File: src/rtl/vga_wr_bridge_pkg.sv
// Shared definitions for the VGA posted-write bridge: FSM states, default window, counter sizing.
// No logic of its own; imported by the bridge and its FIFO.
package vga_wr_bridge_pkg;

   typedef enum logic [1:0] {
      ST_IDLE = 2'd0,
      ST_REQ  = 2'd1,
      ST_DROP = 2'd2
   } state_e;

   localparam logic [31:0] VGA_BASE_DFLT = 32'h0010_0000;
   localparam logic [31:0] VGA_SIZE_DFLT = 32'h0010_0000;

   // The phase counter only needs to reach TIMEOUT-1.
   function automatic int tmo_cnt_w(input int t);
      return (t <= 2) ? 1 : $clog2(t);
   endfunction

endpackage

File: src/rtl/vga_wr_bridge_sync_fifo.sv
// Synchronous show-ahead FIFO: push visible at pop_dat one cycle later, level registered.
// Push is ignored when full and pop when empty; the caller observes full/empty for backpressure.
module sync_fifo #(
   parameter int W     = 64,
   parameter int DEPTH = 8
) (
   input  logic                     clk,
   input  logic                     rst,
   input  logic                     push,
   input  logic [W-1:0]             push_dat,
   input  logic                     pop,
   output logic [W-1:0]             pop_dat,
   output logic                     full,
   output logic                     empty,
   output logic [$clog2(DEPTH):0]   level
);
   localparam int PW = $clog2(DEPTH);
   localparam int LW = PW + 1;

   logic [W-1:0]  mem_q [DEPTH];
   logic [W-1:0]  mem_d [DEPTH];
   logic [PW-1:0] wr_ptr_q, wr_ptr_d;
   logic [PW-1:0] rd_ptr_q, rd_ptr_d;
   logic [LW-1:0] cnt_q, cnt_d;
   logic          do_push, do_pop;

   assign full    = (cnt_q == LW'(DEPTH));
   assign empty   = (cnt_q == '0);
   assign level   = cnt_q;
   assign pop_dat = mem_q[rd_ptr_q];

   always_comb begin
      do_push = push && !full;
      do_pop  = pop && !empty;
      mem_d   = mem_q;
      if (do_push) begin
         mem_d[wr_ptr_q] = push_dat;
      end
      // Power-of-two depth lets the pointers wrap naturally.
      wr_ptr_d = wr_ptr_q + PW'(do_push);
      rd_ptr_d = rd_ptr_q + PW'(do_pop);
      cnt_d    = cnt_q + LW'(do_push) - LW'(do_pop);
   end

   always_ff @(posedge clk) begin
      if (rst) begin
         wr_ptr_q <= '0;
         rd_ptr_q <= '0;
         cnt_q    <= '0;
      end else begin
         wr_ptr_q <= wr_ptr_d;
         rd_ptr_q <= rd_ptr_d;
         cnt_q    <= cnt_d;
      end
   end

   always_ff @(posedge clk) begin
      mem_q <= mem_d;
   end

endmodule

File: src/rtl/vga_wr_bridge.sv
// CPU-to-VGA posted-write bridge: window decode, FIFO, 4-phase req/ack drain with phase timeout.
// Accepted write reaches phy_req one cycle later; CPU is never stalled, full-FIFO writes set overflow.
module vga_wr_bridge
   import vga_wr_bridge_pkg::*;
#(
   parameter int            AW        = 32,
   parameter int            DW        = 32,
   parameter logic [AW-1:0] BASE_ADDR = AW'(VGA_BASE_DFLT),
   parameter logic [AW-1:0] WIN_SIZE  = AW'(VGA_SIZE_DFLT),
   parameter int            DEPTH     = 8,
   parameter int            TIMEOUT   = 1024
) (
   input  logic                     clk,
   input  logic                     rst,
   input  logic [AW-1:0]            addr,
   input  logic [DW-1:0]            data,
   input  logic                     wr,
   output logic                     wr_ready,
   output logic [$clog2(DEPTH):0]   level,
   output logic [AW-1:0]            phy_addr,
   output logic [DW-1:0]            phy_data,
   output logic                     phy_req,
   input  logic                     phy_ack,
   input  logic                     err_clr,
   output logic                     err_timeout,
   output logic                     overflow
);
   localparam int CW = tmo_cnt_w(TIMEOUT);
   localparam logic [CW-1:0] TMO_LAST = (TIMEOUT == 0) ? '0 : CW'(TIMEOUT - 1);
   // One extra bit so a window touching the top of the address space does not wrap.
   localparam logic [AW:0] WIN_LO = {1'b0, BASE_ADDR};
   localparam logic [AW:0] WIN_HI = {1'b0, BASE_ADDR} + {1'b0, WIN_SIZE};

   typedef struct packed {
      logic [AW-1:0] addr;
      logic [DW-1:0] data;
   } entry_t;

   state_e        state_q, state_d;
   logic [CW-1:0] cnt_q, cnt_d;
   logic          phy_req_q, phy_req_d;
   logic [AW-1:0] phy_addr_q, phy_addr_d;
   logic [DW-1:0] phy_data_q, phy_data_d;
   logic          err_q, err_d;
   logic          ovf_q, ovf_d;

   entry_t        wr_entry, head;
   logic          hit, push, pop, ovf_set, tmo_set, tmo_hit;
   logic          fifo_full, fifo_empty;

   sync_fifo #(
      .W     ($bits(entry_t)),
      .DEPTH (DEPTH)
   ) u_fifo (
      .clk      (clk),
      .rst      (rst),
      .push     (push),
      .push_dat (wr_entry),
      .pop      (pop),
      .pop_dat  (head),
      .full     (fifo_full),
      .empty    (fifo_empty),
      .level    (level)
   );

   always_comb begin
      hit           = ({1'b0, addr} >= WIN_LO) && ({1'b0, addr} < WIN_HI);
      push          = wr && hit && !fifo_full;
      ovf_set       = wr && hit && fifo_full;
      wr_entry.addr = addr - BASE_ADDR;
      wr_entry.data = data;
      tmo_hit       = (TIMEOUT != 0) && (cnt_q == TMO_LAST);
   end

   always_comb begin
      state_d    = state_q;
      cnt_d      = '0;
      phy_req_d  = phy_req_q;
      phy_addr_d = phy_addr_q;
      phy_data_d = phy_data_q;
      pop        = 1'b0;
      tmo_set    = 1'b0;
      case (state_q)
         ST_IDLE: begin
            // Holding off while ack is high covers an ack still asserted after a timeout.
            if (!fifo_empty && !phy_ack) begin
               pop        = 1'b1;
               phy_req_d  = 1'b1;
               phy_addr_d = head.addr;
               phy_data_d = head.data;
               state_d    = ST_REQ;
            end
         end
         ST_REQ: begin
            if (phy_ack) begin
               phy_req_d = 1'b0;
               state_d   = ST_DROP;
            end else if (tmo_hit) begin
               phy_req_d = 1'b0;
               tmo_set   = 1'b1;
               state_d   = ST_IDLE;
            end else begin
               cnt_d = cnt_q + 1'b1;
            end
         end
         ST_DROP: begin
            if (!phy_ack) begin
               state_d = ST_IDLE;
            end else if (tmo_hit) begin
               tmo_set = 1'b1;
               state_d = ST_IDLE;
            end else begin
               cnt_d = cnt_q + 1'b1;
            end
         end
         default: begin
            phy_req_d = 1'b0;
            state_d   = ST_IDLE;
         end
      endcase
      // A set event in the same cycle as err_clr wins.
      err_d = tmo_set | (err_q & ~err_clr);
      ovf_d = ovf_set | (ovf_q & ~err_clr);
   end

   always_ff @(posedge clk) begin
      if (rst) begin
         state_q    <= ST_IDLE;
         cnt_q      <= '0;
         phy_req_q  <= 1'b0;
         phy_addr_q <= '0;
         phy_data_q <= '0;
         err_q      <= 1'b0;
         ovf_q      <= 1'b0;
      end else begin
         state_q    <= state_d;
         cnt_q      <= cnt_d;
         phy_req_q  <= phy_req_d;
         phy_addr_q <= phy_addr_d;
         phy_data_q <= phy_data_d;
         err_q      <= err_d;
         ovf_q      <= ovf_d;
      end
   end

   assign wr_ready    = !fifo_full;
   assign phy_req     = phy_req_q;
   assign phy_addr    = phy_addr_q;
   assign phy_data    = phy_data_q;
   assign err_timeout = err_q;
   assign overflow    = ovf_q;

endmodule

File: config.mk
export PLATFORM = sky130hd
export DESIGN_NAME = vga_wr_bridge
export DESIGN_NICKNAME = d
export VERILOG_FILES = /design/src/rtl/vga_wr_bridge_pkg.sv /design/src/rtl/vga_wr_bridge_sync_fifo.sv /design/src/rtl/vga_wr_bridge.sv
export SDC_FILE = /design/constraint.sdc
export NUM_CORES = 1
export LEC_CHECK = 0
export CAP_MARGIN = 20
export CORE_MARGIN = 1.5
export CORE_UTILIZATION = 25
export CTS_CLUSTER_DIAMETER = 30
export CTS_CLUSTER_SIZE = 10
export DETAILED_ROUTE_END_ITERATION = 7
export PLACE_DENSITY = 0.47
export SLEW_MARGIN = 20
export SYNTH_ARGS = -nofsm -noshare
export SYNTH_HDL_FRONTEND = slang
export SYNTH_SLANG_ARGS = --single-unit
File: constraint.sdc
create_clock -name clk -period 15.6 [get_ports clk]
set_input_delay 3.12 -clock clk [delete_from_list [all_inputs] [get_ports clk]]
set_output_delay 3.12 -clock clk [all_outputs]
set_load 0.01 [all_outputs]
# Yosys cells after proc, flatten, opt, wreduce, memory -nomap -nowiden
# Cells that the tools add are included.
# word_totals
reg_bits	601
latchBits	0
mem_bits_rw	0
rom_bits	0
inputBits	69
out_inout_bits	72
elab_cells	83
mem_count	0
# op_classes
add_sub_neg	6
mul	0
div_mod_pow	0
n_lt_le_gt_ge	5
eq_ne	6
shift	0
mux	25
bitwise	8
n_reduce_logical	15
# ops
cell	count
512-bit bitwise mux	1
64-bit binary-select mux with 3-bit select	1
64-bit demux with 3-bit select	1
64-bit two-way mux	3
32-bit by 21-bit >= comparator with 1-bit output (second input constant)	1
32-bit by 22-bit < comparator with 1-bit output (second input constant)	1
32-bit by 21-bit subtractor with 32-bit output (second input constant)	1
10-bit two-way mux	3
10-bit one-hot mux with 2 select lines	1
10-bit by 1-bit adder with 10-bit output (second input constant)	1
10-bit equality test (second input constant)	1
4-bit >= comparator (second input constant)	2
1-bit logical AND	8
1-bit two-way mux	8
2-bit two-way mux	4
3-bit NOT with 4-bit output	2
3-bit by 1-bit adder with 3-bit output	2
2-bit one-hot mux with 3 select lines	1
4-bit by 1-bit adder with 4-bit output	1
4-bit equality test (second input constant)	1
4-bit zero test	1
4-bit by 1-bit < comparator with 1-bit output (second input constant)	1
4-bit by 1-bit subtractor with 4-bit output	1
1-bit zero test	3
12 further kinds	15

# Depth between registers and ports, before layout
# Gate-level depths: netlist of run 1.
# logic_depth
word_depth	7
ltp_mapped	13
ltp_nobuf	11

# Hierarchy
# From an unflattened synthesis of run 1, not the netlist that was laid out.
# hier_totals
cells_unflattened	1216
area_unflattened_um2	23064.6
# modules_own_cells
mod	n_inst	cells_each	area_each_um2	seq_area_each_um2
sync_fifo	1	804	19794.0	15574.9
vga_wr_bridge	1	412	3270.6	1581.5

# Worst setup path after synthesis of run 1
# OpenSTA, ideal clock, no wires.
# synth_path
kind	input -> register
start	input addr[13]
end	register u_fifo.mem_q[100] in the netlist's numbering (enable)
setup_ns	0.644
arrival_ns	10.329
required_time_ns	14.956
path_slack_ns	4.627
cell_stages	4
n_path_buf	0
path_cell_list	or4_1 nor4_1 a21oi_2 nor4_1
# synth_between
elab_chain_len	5
word_cells_on_any_way	6
cone_classes	order compare: 2; reduce/logical: 4
# synth_rtl
element	line	rtl
start: declaration	vga_wr_bridge.sv:15	input logic [AW-1:0] addr,
32-bit by 21-bit >= comparator with 1-bit output or 32-bit by 22-bit < comparator with 1-bit output (tied branches)	vga_wr_bridge.sv:67	hit = ({1'b0, addr} >= WIN_LO) && ({1'b0, addr} < WIN_HI);
1-bit logical AND *	vga_wr_bridge.sv:67	
1-bit logical AND * (2 in series)	vga_wr_bridge.sv:68	push = wr && hit && !fifo_full;
1-bit logical AND *	vga_wr_bridge_sync_fifo.sv:33	do_push = push && !full;
end signal: assignment	vga_wr_bridge_sync_fifo.sv:58	mem_q <= mem_d;
end: declaration	vga_wr_bridge_sync_fifo.sv:20	logic [W-1:0] mem_q [DEPTH];
# Mark *: on every way between the ends. The rest lies on a longest branch, timed or not.
# A chain may end at the register's enable or synchronous reset.

# Worst setup path after layout of run 1
# layout_path
start	input addr[13]
end	register u_fifo.mem_q[224] in the netlist's numbering (enable)
# The elaborated chain is that of the path after synthesis.

==> impl_metrics.csv, run 1 <==
group,metric,value,unit
critical_path,crit_buf_inv,2,
synth,syn_nets,1375,
synth,synth_edf_count,512,
timing,drv_slew,0,
clocking,cts_sinks,601,
route,routed-wl-met3,3.61,mm
critical_path,max_stage_delay,980,ps
critical_path,worstSetupPathType,"input pin to flop",
finish,syn_to_final_growth,29.8,%
route,vias_per_cell,4.37,
timing,fmax,143,MHz
place,io_buffers,140,
synth,async_reset_ff_share,0,%
route,via_count,12100,
route,wl_met2,27.2,mm
timing,finalHoldViolations,0,
synth,synthCells,1288,
clocking,root_buffer,"clkbuf_16",
timing,clock_skew,23.8,ps
timing,worst_pin_slew,1080,ps
floorplanning,die_w,305,microns
power,p_leak,9.19,nW
finish,fin_nets,1571,
floorplanning,die_area,93000,sq um
clocking,cts_made_buffers,111,
finish,fillers,8595,
critical_path,cp_slowest_cell,"nor4_2",
run,drv_cap,0,
global_route,grt_pass1_vias,12900,
critical_path,critPathLaunchType,"input pin",
floorplanning,initial_core_util,25.3,%
clocking,cts_resized,0,
route,drcViolationCount,0,
critical_path,crit_path_end_kind,"flop",
timing,slew-limit-headroom,28.1,%
place,gp_congestion,0.696,
clocking,cts_setup_buffers,0,
critical_path,ff2ff_path_depth,5,
global_route,antenna_found_initial,14,
timing,setup_violations,0,
floorplanning,die_y,305,microns
critical_path,critPathMaxFanout,57,
timing,min_period,7010,ps
power,power,0.00511,W
critical_path,cp_top_family,"simple AND/OR/NAND/NOR gates",
clocking,htreeDepth,3,
global_route,grt_pass1_wl,83.5,mm
synth,yosysTopAreaCell,"edfxtp_1",
clocking,cts.clk_slew.worst_paths,50,ps
power,ir_drop,0.0000908,V
global_route,grt_max_degree,88,
synth,ys.flop_type,"edfxtp_1",
clocking,hold_buffers,0,
finish,multi_input_area,5340,sq um
power,p_per_area,173,nW/um^2
floorplanning,num_io_pins,141,
place,place_area,25600,sq um
finish,drive_above_1_share,18.8,%
hold_path,hold_path_class,"flop to flop",
route,dr.max_layer_used,"met5",
finish,seqCellArea,17200,sq um
finish,fin_area,29600,sq um
critical_path,worstPathArrival,7270,ps
floorplanning,coreArea,90100,sq um
global_route,track_usage,12.1,%
synth,synthDistinctLibCells,45,
clocking,cts_buffer_depth,3,
route,wl_met1,24.3,mm
critical_path,path_cells,"clkdlybuf4s50_1 > or4_1 > nor4_1 > a21oi_2 > nor4_2 > buf_4",
clocking,cts_tree,"built",
route,drt_wl_total,56.5,mm
floorplanning,rows,110,
critical_path,cp.required,15860,ps
route,drtIter0Drc,631,
hold_path,min_path_cells,1,
status,status,"completed",
timing,period_share,45.0,%
synth,ys.warnings.count,0,
clocking,clock_latency,660,ps
global_route,grt_overflow,0,
synth,ys_seq_area_share,75.3,%
synth,synth.top_cell.area_share,67.5,%
synth,avgSynthCellArea,17.7,sq um
synth,synthTopCellsByArea,"edfxtp_1, dfxtp_1, mux4_2",
synth,synth-seq-cells,601,
route,avgRoutedWirePerCell,20.5,microns
timing,final.setup.tns,0,ps
timing,rsz0062_at_grt,"no",
place,dp_hpwl,31.6,mm
synth,syn_area,22800,sq um
route,drt_first_pass_iters,5,
critical_path,cp.depth,6,
route,drtAntennaViolNets,0,
## logic make-up (layout without fill, tap and decap cells)
logic type               after synthesis  after routing  synth area share [%]
AO/OA/AOI/OAI                        208            208                  5.74
XOR/XNOR                              20             20                 0.769
adder cells (fa/ha/maj)               18             18                  1.02
buffers and inverters                 91            385                  1.64
flip-flops                           601            601                  75.3
multiplexers                         193            193                  12.0
other                                  0              2                     0
AND/OR/NAND/NOR                      157            157                  3.56
## Yosys cell counts (all sizes together) (6+ instances only)
cell type / number
mux2i: 128
nor4b: 6
dfxtp: 89
a211oi: 65
ha: 17
mux4: 64
nand2: 13
nor3: 6
a21oi: 70
edfxtp: 512
nor4: 11
xnor2: 12
inv: 15
nor2: 88
o22ai: 64
nor2b: 6
xor2: 8
clkbuf: 50
buf: 26
## per-layer routing
metal  vias to the layer above  track usage, %
li1                       5585               -
met5                         -               0
met2                       230            19.9
met1                      6119            14.9
met3                       110            3.87
met4                        24            4.38
## worst register-to-register path: cells and delay by family (launching register included)
kind,cells,cell delay (ps)
flip-flops,1,630
buffers and inverters,2,1940
AO/OA/AOI/OAI,2,480
multiplexers,1,450
## through the flow
step           utilization [%]  hold slack [ps]  instances  setup WS [ps]
2_1_floorplan                -              430       1288           4630
3_3_place_gp              28.4              451       2546           7800
3_5_place_dp              28.4              457       2546           7620
4_1_cts                   32.8              469       2757           8320
5_1_grt                   32.8              500       2759           8320
6_report                  32.8              465       2760           8590
## layout by cell type, fill, tap and decap left out, drive strengths merged, types with 4 or more instances in the layout
master / count
edfxtp: 512
clkdlybuf4s50: 139
clkbuf: 138
mux2i: 128
dfxtp: 89
nor2: 88
a21oi: 70
a211oi: 65
mux4: 64
o22ai: 64
clkinv: 35
inv: 22
bufinv: 20
buf: 19
ha: 17
nand2: 13
xnor2: 12
clkinvlp: 12
nor4: 11
xor2: 8
nor3: 6
nor2b: 6
nor4b: 6
or4: 5
nand3: 4
or3: 4
## registers in the layout (all words and copies together), names as in the netlist
name	count
u_fifo.mem_q	512
phy_addr	32
phy_data	32
cnt_q	10
u_fifo.level	4
u_fifo.rd_ptr_q	3
u_fifo.wr_ptr_q	3
state_q	2
err_timeout	1
overflow	1
phy_req	1
## worst paths after layout
| check | startpoint | end | slack, ps |
|---|---|---|---|
| max | addr[13] | u_fifo.mem_q[224] | 8590 |
| min | phy_req | phy_req | 470 |
| max reg2reg | u_fifo.rd_ptr_q[2] | phy_addr[23] | 11930 |
| min reg2reg | phy_req | phy_req | 470 |
## where the power goes
group          internal [W]  total (W)  switching, W
registers           0.00182    0.00189     0.0000671
logic              0.000324   0.000725      0.000401
clock network       0.00170    0.00250      0.000807
total               0.00384    0.00511       0.00128
## cell type report
class	count	share of cell area [%]
tap	1176	4.97
multi-input combinational	596	18.1
sequential	601	58.0
timing repair buffer	159	5.23
clock inverter	74	3.38
clock buffer	137	10.1
antenna	2	0.0169
inverter	15	0.190
(Power assumes the default switching activity.)
==> run 2, diff against run 1 <==
- PLACE_DENSITY: 0.47 -> 0.49
- clock period: 15.6 -> 6.3 ns (I/O delays scaled with it)
==> impl_metrics.csv, run 2 (synthesis results as in run 1) <==
group,metric,value,unit
clocking,htreeDepth,4,
critical_path,crit_path_end_kind,"flop",
clocking,root_buffer,"clkbuf_16",
run,drv_cap,0,
hold_path,hold_path_class,"flop to flop",
critical_path,critPathLaunchType,"input pin",
power,p_per_area,450,nW/um^2
timing,worst_pin_slew,1060,ps
critical_path,worstSetupPathType,"input pin to flop",
critical_path,cp.required,6600,ps
timing,setup_violations,0,
finish,fin_nets,1602,
finish,syn_to_final_growth,34.1,%
floorplanning,num_io_pins,141,
timing,fmax,226,MHz
place,placed_cells,2550,
timing,period_share,70.2,%
status,status,"completed",
global_route,track_usage,12.3,%
timing,finalHoldViolations,0,
route,drt_first_pass_iters,4,
critical_path,worstPathArrival,4720,ps
route,drtAntennaViolNets,0,
global_route,grt_overflow,0,
floorplanning,die_area,93000,sq um
power,p_leak,9.63,nW
finish,layout_commonest_cell,"edfxtp_1",
global_route,grt_max_degree,131,
finish,drive_above_1_share,20.3,%
floorplanning,die_w,305,microns
floorplanning,coreArea,90100,sq um
clocking,cts_buffer_depth,3,
clocking,cts_sinks,601,
route,drcViolationCount,0,
place,place_area,25700,sq um
clocking,cts_made_buffers,139,
floorplanning,rows,110,
power,power,0.0138,W
finish,fin_area,30600,sq um
power,ir_drop,0.000220,V
clocking,clock_latency,690,ps
clocking,cts_setup_buffers,0,
timing,slew-limit-headroom,29.5,%
route,vias_per_cell,4.37,
clocking,cts.clk_slew.worst_paths,40,ps
clocking,cts_tree,"built",
finish,top_register,"u_fifo.mem_q",
floorplanning,initial_core_util,25.3,%
floorplanning,die_y,305,microns
critical_path,critPathMaxFanout,44,
finish,fillers,8531,
timing,clock_skew,22.4,ps
route,drtIter0Drc,685,
timing,min_period,4420,ps
timing,drv_slew,0,
timing,rsz0062_at_grt,"no",
global_route,grt_pass1_vias,13300,
finish,largest_reg_flops,512,
clocking,cts_resized,0,
global_route,grt_pass1_wl,84.9,mm
route,via_count,12300,
place,dp_hpwl,31.4,mm
clocking,hold_buffers,0,
finish,final_cell_mix,"edfxtp_1, clkbuf_16, clkdlybuf4s50_1, mux2i_1, nor2_1",
place,io_buffers,140,
finish,fin_cells,2805,
route,avgRoutedWirePerCell,20.2,microns
global_route,antenna_found_initial,3,
route,drt_wl_total,56.6,mm
place,gp_congestion,0.681,
-- run 2: layer usage --
layer | vias up | GRT usage, % | routed length (microns)
met3 | 98 | 3.16 | 2440
met1 | 6237 | 15.3 | 24900
met5 | - | 0 | 24
met2 | 257 | 20.5 | 28100
li1 | 5662 | - | -
met4 | 4 | 4.74 | 1120
-- run 2: critical path, stage by stage --
cell             delay (ps)
clkdlybuf4s50_1         560
or4_1                   620
nor4_1                  800
a21oi_4                 380
nor4b_4                 380
buf_4                   650
-- run 2: stage by stage --
stage / util, % / setup slack, ps / setup TNS, ps / hold WS (ps)
after floorplan: - / -127 / -61740 / 430
after detailed placement: 28.5 / 1080 / 0 / 451
after CTS: 33.9 / 1810 / 0 / 460
after global routing: 33.9 / 1720 / 0 / 503
final: 33.9 / 1880 / 0 / 457
after global placement: 28.5 / 1170 / 0 / 448
-- run 2: final timing paths --
path                      start                end  slack [ps]  cells after the start
min reg2reg            cnt_q[0]           cnt_q[0]         460                      1
max                    addr[13]  u_fifo.mem_q[171]        1880                      6
min                    cnt_q[0]           cnt_q[0]         460                      1
max reg2reg  u_fifo.rd_ptr_q[1]       phy_data[17]        3080                      5
-- run 2: layout make-up --
cell class                 instances  area, sq um  area share [%]
sequential                       601        17200            56.2
multi-input combinational        596         5390            17.6
clock buffer                     168         3700            12.1
timing repair buffer             162         1640            5.36
tap                             1176         1470            4.81
clock inverter                    86         1140            3.73
inverter                          15         56.3           0.184
antenna                            1         2.50         0.00819
-- run 2: report_power, final --
group	total [W]	internal [W]	switching, W
registers	0.00469	0.00451	0.000182
clock network	0.00729	0.00505	0.00224
logic	0.00178	0.000805	0.000978
total	0.0138	0.0104	0.00340
==> run 3, diff against run 2 <==
- PLACE_DENSITY: 0.49 -> 0.47
- clock period: 6.3 -> 4.35 ns (I/O delays scaled with it)
==> impl_metrics.csv, run 3 (synthesis results as in run 1) <==
group,metric,value,unit
status,status,"completed",
global_route,track_usage,12.1,%
global_route,grt_pass1_vias,12900,
route,drt_wl_total,56.4,mm
critical_path,cp.required,4660,ps
floorplanning,die_area,93000,sq um
clocking,clock_latency,680,ps
power,combinationalPowerShare,14.2,%
floorplanning,initial_core_util,25.3,%
hold_path,min_path_cells,1,
finish,layout_commonest_cell,"edfxtp_1",
power,p_int,0.0136,W
place,placed_cells,2560,
floorplanning,die_w,305,microns
clocking,cts_setup_buffers,0,
critical_path,worstSetupPathType,"input pin to flop",
global_route,grt_max_degree,130,
finish,post-route-util,33.2,%
finish,fin_cells,2780,
timing,min_period,3240,ps
finish,syn_to_final_growth,31.5,%
finish,antenna_cells,0,
clocking,root_buffer,"clkbuf_16",
finish,top_register,"u_fifo.mem_q",
power,p_sw,0.00478,W
power,ir_drop,0.000345,V
timing,drv_slew,0,
timing,finalHoldViolations,0,
route,drt_first_pass_iters,5,
finish,drive_above_1_share,20.0,%
clocking,cts_resized,0,
route,drcViolationCount,0,
floorplanning,num_io_pins,141,
hold_path,min_from,"cnt_q[0]",
finish,fillers,8540,
floorplanning,coreArea,90100,sq um
place,gp_congestion,0.689,
hold_path,hold_path_class,"flop to flop",
power,p_per_area,613,nW/um^2
clocking,cts_tree,"built",
timing,worst_pin_slew,1040,ps
power,pwr-share-seq,36.9,%
timing,period_share,74.5,%
place,dp_hpwl,31.6,mm
global_route,antenna_found_initial,4,
global_route,grt_pass1_wl,84.1,mm
critical_path,worstPathArrival,3540,ps
critical_path,r2r_start,"u_fifo.rd_ptr_q[0]",
power,p_leak,9.30,nW
clocking,cts_buffer_depth,3,
clocking,cts_sinks,601,
route,drtIter0Drc,546,
timing,setup_violations,0,
critical_path,rrSetupSlack,1740,ps
finish,fin_nets,1590,
timing,rsz0062_at_grt,"no",
route,avgRoutedWirePerCell,20.3,microns
critical_path,rr_endpoint,"phy_addr[19]",
route,vias_per_cell,4.38,
route,via_count,12200,
critical_path,ff2ff_path_depth,5,
place,io_buffers,140,
clocking,cts.clk_slew.worst_paths,50,ps
floorplanning,rows,110,
critical_path,critPathMaxFanout,23,
timing,fmax,309,MHz
critical_path,critPathLaunchType,"input pin",
clocking,cts_made_buffers,117,
route,drtAntennaViolNets,0,
global_route,grt_overflow,0,
timing,clock_skew,49.2,ps
floorplanning,die_y,305,microns
power,switching_share,26.0,%
run,drv_cap,0,
clocking,htreeDepth,3,
critical_path,crit_path_end_kind,"flop",
clocking,hold_buffers,0,
hold_path,whs_endpoint,"cnt_q[0]",
finish,largest_reg_flops,512,
power,p_clk_share,48.9,%
finish,final_cell_mix,"edfxtp_1, clkdlybuf4s50_1, mux2i_1, clkbuf_16, nor2_1",
timing,slew-limit-headroom,30.7,%
==> run 3: changes by cell type in the layout (fill, tap and decap cells not counted), sizes merged <==
cell	before	now
buf	23	33
clkbuf	168	130
clkinvlp	12	19
diode	1	0
inv	21	25
bufinv	21	14
==> run 3: worst max path at each step <==
stage,from,endpoint,slack (ps),cells after the start
after floorplan,addr[27],u_fifo.mem_q[0],-240,4
after global placement,addr[1],u_fifo.mem_q[14],380,7
after detailed placement,addr[1],u_fifo.mem_q[12],340,7
after CTS,addr[1],u_fifo.mem_q[7],1040,7
after global routing,addr[1],u_fifo.mem_q[7],970,7
final,addr[1],u_fifo.mem_q[7],1110,7
==> run 3: layer usage <==
layer | track usage, % | vias up | wire length [microns]
met5 | 0 | - | 46
met4 | 3.81 | 6 | 1060
met3 | 2.95 | 91 | 2500
met2 | 19.9 | 245 | 27400
met1 | 15.7 | 6218 | 25400
li1 | - | 5629 | -
==> run 3: final cells by class <==
type	instances	area [sq um]	share of cell area [%]
timing repair buffer	172	1810	6.06
multi-input combinational	596	5380	18.0
tap	1176	1470	4.91
clock inverter	90	1050	3.52
clock buffer	130	3020	10.1
inverter	15	56.3	0.188
sequential	601	17200	57.3
==> run 3: critical path, stage by stage <==
cell and delay (ps):
clkdlybuf4s50_1 540, nor4_1 630, and4_1 440, a21oi_2 140, buf_12 180, nor4b_4 300
buf_4 430
==> run 3: through the flow <==
step	TNS (ps)	power, W	cell area [sq um]	setup WS [ps]	hold slack, ps
global placement	0	0.00957	25900	384	447
floorplan	-112060	0.00829	22900	-240	430
global route	0	0.0191	30000	974	478
detailed placement	0	0.00957	25900	345	451
finish	0	0.0184	30000	1110	455
CTS	0	0.0186	30000	1040	462
==> run 3: power groups by stage <==
stage / registers [W] / clock network (W) / logic (W)
final: 0.00677 / 0.00897 / 0.00261
after global routing: 0.00682 / 0.00944 / 0.00288
after CTS: 0.00679 / 0.00915 / 0.00270
after detailed placement: 0.00689 / 0 / 0.00269
after global placement: 0.00688 / 0 / 0.00269
after floorplan: 0.00687 / 0 / 0.00142
